`src/rtl/ble_tx.sv`:
```
// ble_tx: serial packet transmitter. Payload bytes are buffered in a
// first-word-fall-through FIFO; a packet is preamble, access address,
// whitened payload and whitened CRC24, one bit per en strobe, LSB first.
//
// state | meaning
// ------+--------------------------------------------------------
// IDLE  | waiting for start; FIFO may be filled
// PRE   | 8 preamble bits (0xAA or 0x55 depending on aa[0])
// AA    | 32 access address bits, bit 0 first
// PAY   | len payload bytes popped from FIFO, whitened, CRC'd
// CRC   | 24 CRC bits, MSB first, whitened
// END   | drop tx_valid, pulse done, release busy
module ble_tx #(
    parameter int          FIFO_ADDR_W = 6,
    parameter logic [23:0] CRC_INIT    = 24'h555555,
    parameter int          CH_IDX_W    = 6
) (
    input  logic                clk,
    input  logic                rst,
    input  logic                en,
    input  logic                wr_en,
    input  logic [7:0]          data_in,
    output logic                full,
    output logic                empty,
    input  logic                start,
    input  logic [31:0]         aa,
    input  logic [CH_IDX_W-1:0] ch_idx,
    input  logic [7:0]          len,
    output logic                busy,
    output logic                done,
    output logic                underrun,
    output logic                tx,
    output logic                tx_valid
);

    localparam int          DEPTH    = 1 << FIFO_ADDR_W;
    localparam logic [23:0] CRC_POLY = 24'h00065B;

    typedef enum logic [2:0] {
        S_IDLE,
        S_PRE,
        S_AA,
        S_PAY,
        S_CRC,
        S_END
    } state_t;

    state_t               state;
    logic [7:0]           mem [DEPTH];
    logic [FIFO_ADDR_W:0] wr_ptr;
    logic [FIFO_ADDR_W:0] rd_ptr;
    logic                 fifo_wr;
    logic                 fifo_rd;
    logic [7:0]           head;

    // sh holds {aa, preamble} at start; during PAY its low 7 bits hold the
    // rest of the byte that was just popped.
    logic [39:0]          sh;
    logic [4:0]           bit_cnt;
    logic [7:0]           byte_left;
    logic [6:0]           w;
    logic [6:0]           w_next;
    logic [23:0]          crc;
    logic [23:0]          crc_shift;
    logic [23:0]          crc_pay_next;
    logic                 byte_first;
    logic                 pay_bit;

    // Pointers carry one extra wrap bit so full and empty are distinguishable.
    assign empty   = (wr_ptr == rd_ptr);
    assign full    = (wr_ptr[FIFO_ADDR_W] != rd_ptr[FIFO_ADDR_W]) &&
                     (wr_ptr[FIFO_ADDR_W-1:0] == rd_ptr[FIFO_ADDR_W-1:0]);
    assign fifo_wr = wr_en && !full;
    assign head    = mem[rd_ptr[FIFO_ADDR_W-1:0]];

    // FIFO storage; contents need no reset since the pointers define validity.
    always_ff @(posedge clk) begin
        if (fifo_wr) begin
            mem[wr_ptr[FIFO_ADDR_W-1:0]] <= data_in;
        end
    end

    // FIFO pointers; only rst empties the FIFO.
    always_ff @(posedge clk) begin
        if (rst) begin
            wr_ptr <= '0;
            rd_ptr <= '0;
        end else begin
            if (fifo_wr) begin
                wr_ptr <= wr_ptr + 1'b1;
            end
            if (fifo_rd) begin
                rd_ptr <= rd_ptr + 1'b1;
            end
        end
    end

    // Bit 0 of each payload byte comes straight from the FIFO head on the pop cycle.
    always_comb begin
        byte_first   = (state == S_PAY) && (bit_cnt == 5'd7);
        pay_bit      = byte_first ? head[0] : sh[0];
        fifo_rd      = en && byte_first && !empty;
        w_next       = {w[0], w[6:4], w[3] ^ w[0], w[2:1]};
        crc_shift    = {crc[22:0], 1'b0};
        crc_pay_next = crc_shift ^ ({24{crc[23] ^ pay_bit}} & CRC_POLY);
    end

    // Packet sequencer; everything except start acceptance advances on en only.
    always_ff @(posedge clk) begin
        done <= 1'b0;
        if (rst) begin
            state     <= S_IDLE;
            busy      <= 1'b0;
            underrun  <= 1'b0;
            tx        <= 1'b0;
            tx_valid  <= 1'b0;
            done      <= 1'b0;
            sh        <= '0;
            bit_cnt   <= '0;
            byte_left <= '0;
            w         <= '0;
            crc       <= '0;
        end else begin
            case (state)
                S_IDLE: begin
                    if (start) begin
                        state     <= S_PRE;
                        busy      <= 1'b1;
                        underrun  <= 1'b0;
                        sh        <= {aa, (aa[0] ? 8'h55 : 8'hAA)};
                        w         <= {1'b1, ch_idx[5:0]};
                        crc       <= CRC_INIT;
                        byte_left <= len;
                        bit_cnt   <= 5'd7;
                    end
                end
                S_PRE: begin
                    if (en) begin
                        tx       <= sh[0];
                        tx_valid <= 1'b1;
                        sh       <= sh >> 1;
                        if (bit_cnt == 5'd0) begin
                            state   <= S_AA;
                            bit_cnt <= 5'd31;
                        end else begin
                            bit_cnt <= bit_cnt - 1'b1;
                        end
                    end
                end
                S_AA: begin
                    if (en) begin
                        tx <= sh[0];
                        sh <= sh >> 1;
                        if (bit_cnt == 5'd0) begin
                            if (byte_left == 8'd0) begin
                                state   <= S_CRC;
                                bit_cnt <= 5'd23;
                            end else begin
                                state   <= S_PAY;
                                bit_cnt <= 5'd7;
                            end
                        end else begin
                            bit_cnt <= bit_cnt - 1'b1;
                        end
                    end
                end
                S_PAY: begin
                    if (en) begin
                        if (byte_first && empty) begin
                            state    <= S_IDLE;
                            busy     <= 1'b0;
                            underrun <= 1'b1;
                            tx       <= 1'b0;
                            tx_valid <= 1'b0;
                        end else begin
                            tx  <= pay_bit ^ w[0];
                            w   <= w_next;
                            crc <= crc_pay_next;
                            sh  <= byte_first ? {33'd0, head[7:1]} : (sh >> 1);
                            if (bit_cnt == 5'd0) begin
                                byte_left <= byte_left - 1'b1;
                                if (byte_left == 8'd1) begin
                                    state   <= S_CRC;
                                    bit_cnt <= 5'd23;
                                end else begin
                                    bit_cnt <= 5'd7;
                                end
                            end else begin
                                bit_cnt <= bit_cnt - 1'b1;
                            end
                        end
                    end
                end
                S_CRC: begin
                    if (en) begin
                        tx  <= crc[23] ^ w[0];
                        w   <= w_next;
                        crc <= crc_shift;
                        if (bit_cnt == 5'd0) begin
                            state <= S_END;
                        end else begin
                            bit_cnt <= bit_cnt - 1'b1;
                        end
                    end
                end
                S_END: begin
                    if (en) begin
                        tx       <= 1'b0;
                        tx_valid <= 1'b0;
                        done     <= 1'b1;
                        busy     <= 1'b0;
                        state    <= S_IDLE;
                    end
                end
                default: state <= S_IDLE;
            endcase
        end
    end

endmodule

```
`config.mk`:
```
export PLATFORM = sky130hd
export DESIGN_NAME = ble_tx
export DESIGN_NICKNAME = d
export VERILOG_FILES = /design/src/rtl/ble_tx.sv
export SDC_FILE = /design/constraint.sdc
export NUM_CORES = 1
export LEC_CHECK = 0
export ABC_AREA = 1
export BUFFER_PORTS_ARGS = -buffer_cell sky130_fd_sc_hd__buf_2
export CAP_MARGIN = 20
export CORE_MARGIN = 3
export CORE_UTILIZATION = 40
export DETAILED_ROUTE_END_ITERATION = 8
export GPL_ROUTABILITY_DRIVEN = 0
export GPL_TIMING_DRIVEN = 0
export HOLD_SLACK_MARGIN = 0.1
export SYNTH_ARGS = -nofsm -noshare
export SYNTH_HDL_FRONTEND = slang
export SYNTH_SLANG_ARGS = --single-unit
```
`constraint.sdc`:
```
create_clock -name clk -period 5.2 [get_ports clk]
set_clock_uncertainty 0.1 [all_clocks]
set_input_delay 1.3 -clock clk [delete_from_list [all_inputs] [get_ports clk]]
set_output_delay 1.3 -clock clk [all_outputs]
set_load 0.01 [all_outputs]
```
**Word-level counts from Yosys, hierarchy flattened**

Memories as Yosys holds them, arrays and structs flattened. A register that Yosys moved wholly into a read port is not among the register bits.
Cells that the tools add are included.

- Register bits: 106
- RAM bits: 512
- Bits of input ports: 59
- Word-level logic and storage cells: 150
- Memories: 1

- Add/sub/neg operators: 4
- Equal/unequal tests: 26
- Mux-type cells: 71
- Bitwise operators: 6
- Reduce and logical (&&, ||, !) cells: 29

Memory list:

| name | words | bits a word | rd ports | clocked after memory_dff | wr ports | RTL line | text |
|---|---|---|---|---|---|---|---|
| mem | 64 | 8 | 1 | 1 | 1 | 49 | `logic [7:0] mem [DEPTH];` |

Operator list:

| operator | count |
|---|---|
| two-way mux 40 bit | 4 |
| case mux 40 bit (3 select lines) | 1 |
| two-way mux 24 bit | 4 |
| case mux 24 bit (3 select lines) | 1 |
| two-way mux 5 bit | 12 |
| two-way mux 8 bit | 5 |
| two-way mux 3 bit | 13 |
| two-way mux 39 bit | 1 |
| AND reduction 5 bit | 6 |
| two-way mux 7 bit | 4 |
| case mux 5 bit (5 select lines) | 1 |
| bitwise XOR 24 x 11 -> 24 bit | 1 |
| != test 2 bit (second input constant) | 11 |
| case mux 7 bit (3 select lines) | 1 |
| case mux 3 bit (6 select lines) | 1 |
| two-way mux 1 bit | 16 |
| case mux 8 bit (2 select lines) | 1 |
| adder 7 x 1 -> 7 bit (second input constant) | 2 |
| two-way mux 6 bit | 2 |
| nonzero test 3 bit | 4 |
| AND reduction 11 bit | 1 |
| equality test 8 x 1 -> 1 bit (second input constant) | 1 |
| zero test 8 bit | 1 |
| AND reduction 8 bit | 1 |
| other kinds (25) | 41 |

**Longest topological paths before layout**

Gate-level depths: netlist (run 1).

- Word-level depth: 8
- Gate-level depth with buffers: 19

**Worst setup path after synthesis (run 1)**

No wires, ideal clock.

- Kind: input to register
- From: input port wr_en
- To: memory mem[11][0], enable pin
- Library setup time: 370 ps
- Arrival time: 2193 ps
- Data required time: 4730 ps
- Slack: 2536 ps
- Stages: 4
- Path through: nand2_2 nor2_1 nand3_1 nor2_1

- Longest elaborated chain between the ends: 3

RTL lines:

| element | RTL line | text |
|---|---|---|
| from (decl) | 21 | `input logic wr_en,` |
| logical AND 1 bit | 73 | `assign fifo_wr = wr_en && !full;` |
| two-way mux 1 bit | 78 | `if (fifo_wr) begin` |
| two-way mux 1 bit (not written as such) | 79 | `mem[wr_ptr[FIFO_ADDR_W-1:0]] <= data_in;` |
| to (decl) | 49 |  |

Every way passes these cells.

==> results.yml, run 1 <==
logic_synthesis:
  syn-cell-area_um2: 25500
  synth.avg_cell_area_um2: 11.6
  yosys.area_share.simple_pct: 12.5
  ys_ff_latch: 624
  yosysWarnings: 0
  synth_top_area_share_pct: 60.2
  synthMuxAreaShare_pct: 0
  synth_compound_area_share_pct: 14.0
  synthTopCellsByArea: "edfxtp_1, dfxtp_1, o21ai_0"
  synthAdderAreaFrac_pct: 0.392
  synthCells: 2207
  synth_xor_area_share_pct: 0.274
  synth_fp_nets: 2274
  synth_seq_area_share_pct: 69.0
  synth_top_family_by_area: "compound AO/OA/AOI/OAI gates"
  synth_top_area_cell: "edfxtp_1"
  synth_cell_types: 47
global_route:
  grt_start_max_net_pins: 65
  overflow: 0
  grt_first_pass_wirelength_um: 119000
  antenna_found_initial: 0
  grt.total_usage_pct: 24.1
  grt_pass1_vias: 18500
placement:
  port_buffers: 65
  placed_cells: 3151
  hpwlAfterDp_um: 56700
critical_path:
  critPathMaxFanout: 10
  r2r-end: "sh[5]"
  r2r_cells: 12
  crit_required_ns: 5.63
  setup.worst_path.end: "sh[5]"
  crit_path_end_kind: "register"
  critical_path_class: "register to register"
  rrSetupSlack_ns: 1.65
  arrival_ns: 3.99
  crit_path_start_kind: "register"
clock_tree:
  root_buffer: "clkbuf_16"
  cts_setup_buffers: 0
  ctsHoldBuffers: 0
  htree_levels: 3
  clk_pin_slew_ns: 0.06
  clock_path_buffers: 3
  cts_buffers: 68
  clock_latency_ns: 0.62
  cts_tree: "yes"
  cts_resized: 0
  cts_sinks: 624
cells_and_area:
  layout.cells.most_common_list: "edfxtp_1, nor2_1, o21ai_0, nand2_1, nand3_1"
  antenna_cells: 0
  final_nets: 2462
  drive_gt1_share_pct: 13.2
  final_cells: 3294
  area_growth_pct: 16.3
  final_common_cell: "edfxtp_1"
pwr:
  vdd_drop_max_v: 0.000300
  power.density_nw_per_um2: 410
  leakage_uw: 0.0101
drt:
  drt-wirelength-per-cell_um: 24.9
  dr.pass1.iters: 8
  dr.first_iter.drc_count: 2557
  drc: 0
  routed_via_density: 5.84
  finalWirelength_um: 81900
  vias: 19200
  antenna_left: 0
timing:
  slew_headroom_pct: 21.3
  finalHoldViolCount: 0
  period_needed_ns: 3.55
  fin_crit_sh_pct: 68.4
  rsz0062_at_grt: "false"
  setup_viol_count_final: 0
  finalMaxSlewViolations: 0
  fin_setup_tns_ns: 0
  fmax_mhz: 281
  worst_slew_pin_slew_ns: 1.18
die:
  ios: 66
  core_area_um2: 63100
  die_h_um: 259
  initial_utilization_pct: 40.5
  fp-row-count: 92
  dieArea_um2: 66900
  die_x_um: 259
status:
  status: "finished, final reports clean"
hold_path:
  min_path_type: "register to register"
run:
  drv_cap: 0
-- Yosys cell counts (all sizes together) --
| library cell | count |
|---|---|
| and3 | 1 |
| o221ai | 78 |
| edfxtp | 512 |
| a21boi | 1 |
| and2 | 1 |
| xor2 | 4 |
| o21a | 12 |
| nor4 | 6 |
| nand4 | 6 |
| o211ai | 9 |
| nor2 | 355 |
| o21ai | 313 |
| xnor2 | 4 |
| nor3 | 23 |
| clkinv | 1 |
| a311oi | 1 |
| a21oi | 85 |
| ha | 8 |
| clkbuf | 71 |
| a211oi | 7 |
| a22oi | 36 |
| buf | 70 |
| nor3b | 3 |
| or2 | 3 |
| a31oi | 13 |
| o221a | 6 |
| nand3 | 158 |
| dfxtp | 112 |
| a221oi | 1 |
| o22ai | 37 |
| inv | 76 |
| nand2 | 194 |
-- power breakdown --
group,internal [uW],total (uW),switching [uW]
Combinational,537,1560,1020
Clock,2720,4720,2000
Sequential,5700,5900,197
Total,8960,12200,3220
-- final cells by class --
type / count / area, um2
Clock inverter: 29 / 309
Clock buffer: 94 / 1850
Buffer: 141 / 693
Timing Repair Buffer: 118 / 921
Fill cell: 5732 / 33400
Inverter: 77 / 289
Multi-Input combinational cell: 1365 / 6970
Sequential cell: 624 / 17600
Tap cell: 846 / 1060
-- through the flow --
stage	setup WS, ns	utilization [%]	hold WS [ns]	power (uW)	area, um2
6_report	1.65	47.1	0.364	12200	29700
5_1_grt	1.53	47.1	0.387	12700	29700
4_1_cts	1.77	46.7	0.367	12200	29500
3_5_place_dp	1.50	43.3	0.357	7530	27300
3_3_place_gp	1.35	42.7	0.348	7460	26900
2_1_floorplan	2.54	-	0.336	7060	25500
-- how the worst min path moves through the flow --
stage	startpoint	endpoint	slack, ns	cells past startpoint
after floorplan	sh[8]	sh[7]	0.34	2
after global placement	crc[4]	crc[5]	0.35	2
after detailed placement	sh[5]	sh[5]	0.36	2
after CTS	sh[4]	sh[4]	0.37	2
after global routing	crc[1]	crc[1]	0.39	2
final	sh[4]	sh[4]	0.36	2
-- metal layers --
metal  global-route usage (%)  wire length, um
met1                     32.0            32000
met2                     38.4            38200
met3                     5.36             8730
met4                     9.47             2990
met5                        0                0
-- logic make-up (layout without fill, tap and decap cells) --
group	count (synthesis)	after routing
buffers and inverters	218	459
XOR/XNOR	8	8
adder cells (fa/ha/maj)	8	8
flip-flops	624	624
AO/OA/AOI/OAI	599	599
AND/OR/NAND/NOR	750	750
-- sequential cells by signal (all words and copies together), names as in the netlist, named ones only --
register / flops
crc: 24
tx: 1
done: 1
busy: 1
mem: 512
w: 7
sh: 40
bit_cnt: 5
state: 3
byte_left: 8
tx_valid: 1
rd_ptr: 7
underrun: 1
wr_ptr: 7
-- critical path, stage by stage, from the launching register on --
cell and delay (ns):
dfxtp_1 0.33, inv_1 0.07, buf_2 0.32, buf_2 0.38, clkbuf_1 0.51, o21ai_0 0.20, o221ai_1 0.36, nand3_1 0.17
nand3_1 0.16, nand3_1 0.08, a21oi_1 0.53, o21ai_1 0.12, a21oi_1 0.15
No activity file was read; power rests on OpenSTA's default activity.
==> run 2, diff against run 1 <==
==> constraint.sdc (replaced) <==
create_clock -name clk -period 3.4 [get_ports clk]
set_clock_uncertainty 0.1 [all_clocks]
set_input_delay 0.85 -clock clk [delete_from_list [all_inputs] [get_ports clk]]
set_output_delay 0.85 -clock clk [all_outputs]
set_load 0.01 [all_outputs]
==> run 2 against run 1 <==
Final cell count about the same. First-iteration DRC count up 5.2%. Power up 53%. Sequential share of layout area down 0.11 points. Sequential power up 53%. Combinational power up 53%. Setup slack worse by 1.6 ns. Non-clock buffer count down 1. Wire length about the same. Die area unchanged.
==> results.yml, run 2 (synthesis results as in run 1) <==
drt:
  finalWirelength_um: 81900
  drc: 0
  dr.pass1.iters: 8
  drt-wirelength-per-cell_um: 24.9
  antenna_left: 0
  vias: 19300
  routed_via_density: 5.85
  dr.first_iter.drc_count: 2689
die:
  die_h_um: 259
  initial_utilization_pct: 40.5
  die_x_um: 259
  fp-row-count: 92
  ios: 66
  core_area_um2: 63100
  dieArea_um2: 66900
placement:
  port_buffers: 65
  hpwlAfterDp_um: 56700
  placed_cells: 3151
timing:
  fin_setup_tns_ns: 0
  fmax_mhz: 302
  slew_headroom_pct: 19.2
  fin_crit_sh_pct: 97.3
  rsz0062_at_grt: "true"
  worst_slew_pin_slew_ns: 1.21
  finalHoldViolCount: 0
  finalMaxSlewViolations: 0
  setup_viol_count_final: 0
  period_needed_ns: 3.31
clock_tree:
  cts_setup_buffers: 0
  cts_buffers: 68
  clock_latency_ns: 0.62
  htree_levels: 3
  clk_pin_slew_ns: 0.06
  root_buffer: "clkbuf_16"
  cts_sinks: 624
  clock_path_buffers: 3
  cts_tree: "yes"
global_route:
  grt_pass1_vias: 18500
  overflow: 0
  grt_first_pass_wirelength_um: 119000
  grt.total_usage_pct: 24.1
  grt_start_max_net_pins: 65
  antenna_found_initial: 0
critical_path:
  crit_path_end_kind: "register"
  crit_required_ns: 3.83
  rrSetupSlack_ns: 0.09
  crit_slowest_cell: "clkinv_1"
  critPathMaxFanout: 19
  slowest_delay_ns: 0.78
  cp_top_family: "buffers and inverters"
  arrival_ns: 3.74
  crit_chain: "clkinv_1, clkbuf_1, o221ai_1, nand3_1, nand3_1, nand3_1, a21oi_1, o21ai_1, a21oi_1"
  crit_top_cell: "nand3_1"
  crit_buf_inv: 2
  critical_path_class: "register to register"
  crit_path_start_kind: "register"
pwr:
  total_power_uw: 18600
  vdd_drop_max_v: 0.000460
  leakage_uw: 0.0102
  power.density_nw_per_um2: 626
cells_and_area:
  area_growth_pct: 16.5
  final_common_cell: "edfxtp_1"
  largest_register_ffs: 512
  utilization_pct: 47.2
  antenna_cells: 0
  final_nets: 2461
  drive_gt1_share_pct: 14.3
  layout.cells.most_common_list: "edfxtp_1, nor2_1, o21ai_0, nand2_1, nand3_1"
  final_cells: 3293
hold_path:
  min_path_type: "register to register"
run:
  drv_cap: 0
status:
  status: "finished, final reports clean"
-- run 2: changes by cell type in the layout (fill, tap and decap cells not counted) --
cell	delta
nor2_4	+1
clkbuf_2	+14
clkbuf_1	-15
nor2_1	-11
nor2_2	+10
a21oi_2	+3
a21oi_1	-3
-- run 2: final cells by class --
type,count,area (um2)
Buffer,140,707
Sequential cell,624,17600
Clock buffer,94,1850
Multi-Input combinational cell,1365,7010
Timing Repair Buffer,118,921
Clock inverter,29,309
Inverter,77,289
Fill cell,5732,33300
Tap cell,846,1060
-- run 2: path summary, 6_finish.rpt --
kind              cells after the start  startpoint  endpoint
hold reg to reg                       2        busy      busy
setup reg to reg                      9    register     sh[0]
setup / recovery                      9    register     sh[0]
hold / removal                        2        busy      busy
-- run 2: what timing repair did --
item,CTS,global route
hold endpoints to repair,0,0
setup endpoints to repair,0,91
resized for setup,0,43
hold buffers,0,0
-- run 2: report_power, final --
group          switching, uW  internal [uW]  total [uW]
clock                   3060           4160        7220
combinational           1570            821        2390
sequential               301           8720        9020
-- run 2: worst register-to-register path, delay by kind of cell (launching register included) --
kind,cells,cell delay (ns)
AO/OA/AOI/OAI,4,0.87
AND/OR/NAND/NOR,3,0.60
buffers and inverters,2,1.32
flip-flops,1,0.35
-- run 2: per-layer routing --
metal / track usage [%] / share of wire, %
met3: 5.36 / 11
met4: 9.47 / 3.8
met2: 38.4 / 47
met1: 32.0 / 39
met5: 0 / 0
-- run 2: metrics by stage --
stage	cell area (um2)	worst slack, ns	hold slack [ns]
2_1_floorplan	25500	1.13	0.336
3_3_place_gp	26900	-0.0242	0.348
3_5_place_dp	27300	0.0661	0.357
4_1_cts	29500	0.0599	0.367
5_1_grt	29800	-0.115	0.387
6_report	29800	0.0910	0.365
==> run 3, diff against run 2 <==
--- a/config.mk
+++ b/config.mk
@@ -8,12 +8,16 @@
 export ABC_AREA = 1
 export BUFFER_PORTS_ARGS = -buffer_cell sky130_fd_sc_hd__buf_2
 export CAP_MARGIN = 20
+export CELL_PAD_IN_SITES_DETAIL_PLACEMENT = 0
+export CELL_PAD_IN_SITES_GLOBAL_PLACEMENT = 1
 export CORE_MARGIN = 3
 export CORE_UTILIZATION = 40
 export DETAILED_ROUTE_END_ITERATION = 8
 export GPL_ROUTABILITY_DRIVEN = 0
 export GPL_TIMING_DRIVEN = 0
 export HOLD_SLACK_MARGIN = 0.1
+export PLACE_DENSITY_LB_ADDON = 0.1
+export RECOVER_POWER = 50
 export SYNTH_ARGS = -nofsm -noshare
 export SYNTH_HDL_FRONTEND = slang
 export SYNTH_SLANG_ARGS = --single-unit
==> constraint.sdc (replaced) <==
create_clock -name clk -period 2.81 [get_ports clk]
set_clock_uncertainty 0.1 [all_clocks]
set_input_delay 0.7025 -clock clk [delete_from_list [all_inputs] [get_ports clk]]
set_output_delay 0.7025 -clock clk [all_outputs]
set_load 0.01 [all_outputs]
==> run 3 against run 2 <==
Clock power increased by 24%. Sequential power increased by 21%. Combinational power increased by 24%. Register-to-register slack got worse by 0.05 ns. Non-clock buffer count is 18 higher. Critical endpoint is now sh[6].
==> results.yml, run 3 (synthesis results as in run 1) <==
clock_tree:
  clock_latency_ns: 0.63
  cts_buffers: 72
  ctsHoldBuffers: 0
  root_buffer: "clkbuf_16"
  cts_sinks: 624
  htree_levels: 3
  clk_pin_slew_ns: 0.06
  cts_tree: "yes"
  clock_path_buffers: 3
timing:
  holdWs_ns: 0.245
  finalHoldViolCount: 0
  setup_viol_count_final: 0
  finalMaxSlewViolations: 0
  slew_headroom_pct: 6.81
  period_needed_ns: 2.77
  rsz0062_at_grt: "true"
  worst_slew_pin_slew_ns: 1.40
  fmax_mhz: 361
  worst_slack_ns: 0.0374
  fin_crit_sh_pct: 98.7
  fin_setup_tns_ns: 0
cells_and_area:
  fin_area_um2: 30800
  final_nets: 2483
  final_common_cell: "edfxtp_1"
  area_growth_pct: 20.5
  multi_input_area_um2: 7610
  drive_gt1_share_pct: 19.7
  layout.cells.most_common_list: "edfxtp_1, nor2_1, o21ai_0, nand2_1, nand3_1"
  antenna_cells: 0
  largest_register_ffs: 512
  seq_area_um2: 17600
  fillCellCount: 5784
placement:
  hpwlAfterDp_um: 61300
  port_buffers: 65
  preCtsSetupSlack_ns: -0.660
  place_area_um2: 27400
global_route:
  grt_first_pass_wirelength_um: 127000
  grt.total_usage_pct: 26.2
  grt_pass1_vias: 18600
  grt_start_max_net_pins: 65
  antenna_found_initial: 0
  overflow: 0
pwr:
  vdd_drop_max_v: 0.000542
  power.density_nw_per_um2: 742
  leakage_uw: 0.0105
die:
  die_h_um: 259
  fp-row-count: 92
  initial_utilization_pct: 40.5
  dieArea_um2: 66900
  ios: 66
  core_area_um2: 63100
  die_x_um: 259
run:
  drv_cap: 0
drt:
  dr.first_iter.drc_count: 1880
  drt-wirelength-per-cell_um: 26.6
  finalWirelength_um: 88300
  dr.pass1.iters: 5
  drc: 0
  vias: 19100
  routed_via_density: 5.75
  antenna_left: 0
critical_path:
  critical_path_class: "register to register"
  crit_path_end_kind: "register"
  crit_required_ns: 3.27
  crit_path_start_kind: "register"
  arrival_ns: 3.23
  critPathMaxFanout: 10
status:
  status: "finished, final reports clean"
hold_path:
  min_path_type: "input port to register"
[run 3: timing repair]
| item | in CTS | in global routing |
|---|---|---|
| gates resized for setup | 149 | 129 |
| setup buffers | 26 | 5 |
| pin swaps | 15 | 30 |
| endpoints found under the setup margin | 409 | 331 |
[run 3: final timing paths]
| check | start | to | cells past startpoint | slack (ns) |
|---|---|---|---|---|
| setup / recovery | register | sh[6] | 10 | 0.04 |
| setup reg to reg | register | sh[6] | 10 | 0.04 |
| hold / removal | len[0] | byte_left[0] | 3 | 0.25 |
| hold reg to reg | busy | busy | 2 | 0.36 |
[run 3: critical path, cell delays in order (launching register included)]
cell      delay (ns)
dfxtp_2         0.42
buf_6           0.20
clkbuf_1        0.49
o21ai_0         0.18
o221ai_1        0.31
nand3_1         0.20
o211ai_1        0.13
nand3_1         0.15
a21oi_4         0.28
o21ai_1         0.09
a21oi_1         0.13
[run 3: area by class of cell]
cell class              instances  area share [%]
inverters                      77           0.943
repair buffers                136            3.41
clock inverters                47            1.24
well taps                     846            3.44
multi-input cells            1365            24.7
plain buffers                 140            3.02
clock buffers                  82            5.98
flip-flops and latches        624            57.3
[run 3: per-stage QoR]
stage / std cells / power, uW / utilization [%]
detailed placement: 3157 / 14000 / 43.5
finish: 3317 / 22800 / 48.8
floorplan: 2207 / 13100 / -
global placement: 3118 / 14000 / 42.7
global route: 3317 / 23800 / 48.8
CTS: 3312 / 23000 / 48.3
[run 3: metal layers]
| layer | vias to the layer above | routed length [um] | track usage [%] | share of wire [%] |
|---|---|---|---|---|
| li1 | 8557 | - | - | - |
| met5 | - | 0 | 0 | 0 |
| met1 | 9582 | 36500 | 34.8 | 41 |
| met3 | 140 | 6360 | 4.31 | 7.2 |
| met4 | 0 | 2460 | 8.91 | 2.8 |
| met2 | 789 | 43000 | 43.7 | 49 |
[run 3: where the power goes]
part	internal, uW	switching, uW	leakage [uW]	total [uW]
sequential	10600	350	0.00553	10900
combinational	984	1970	0.00387	2960
clock	5100	3870	0.00109	8970
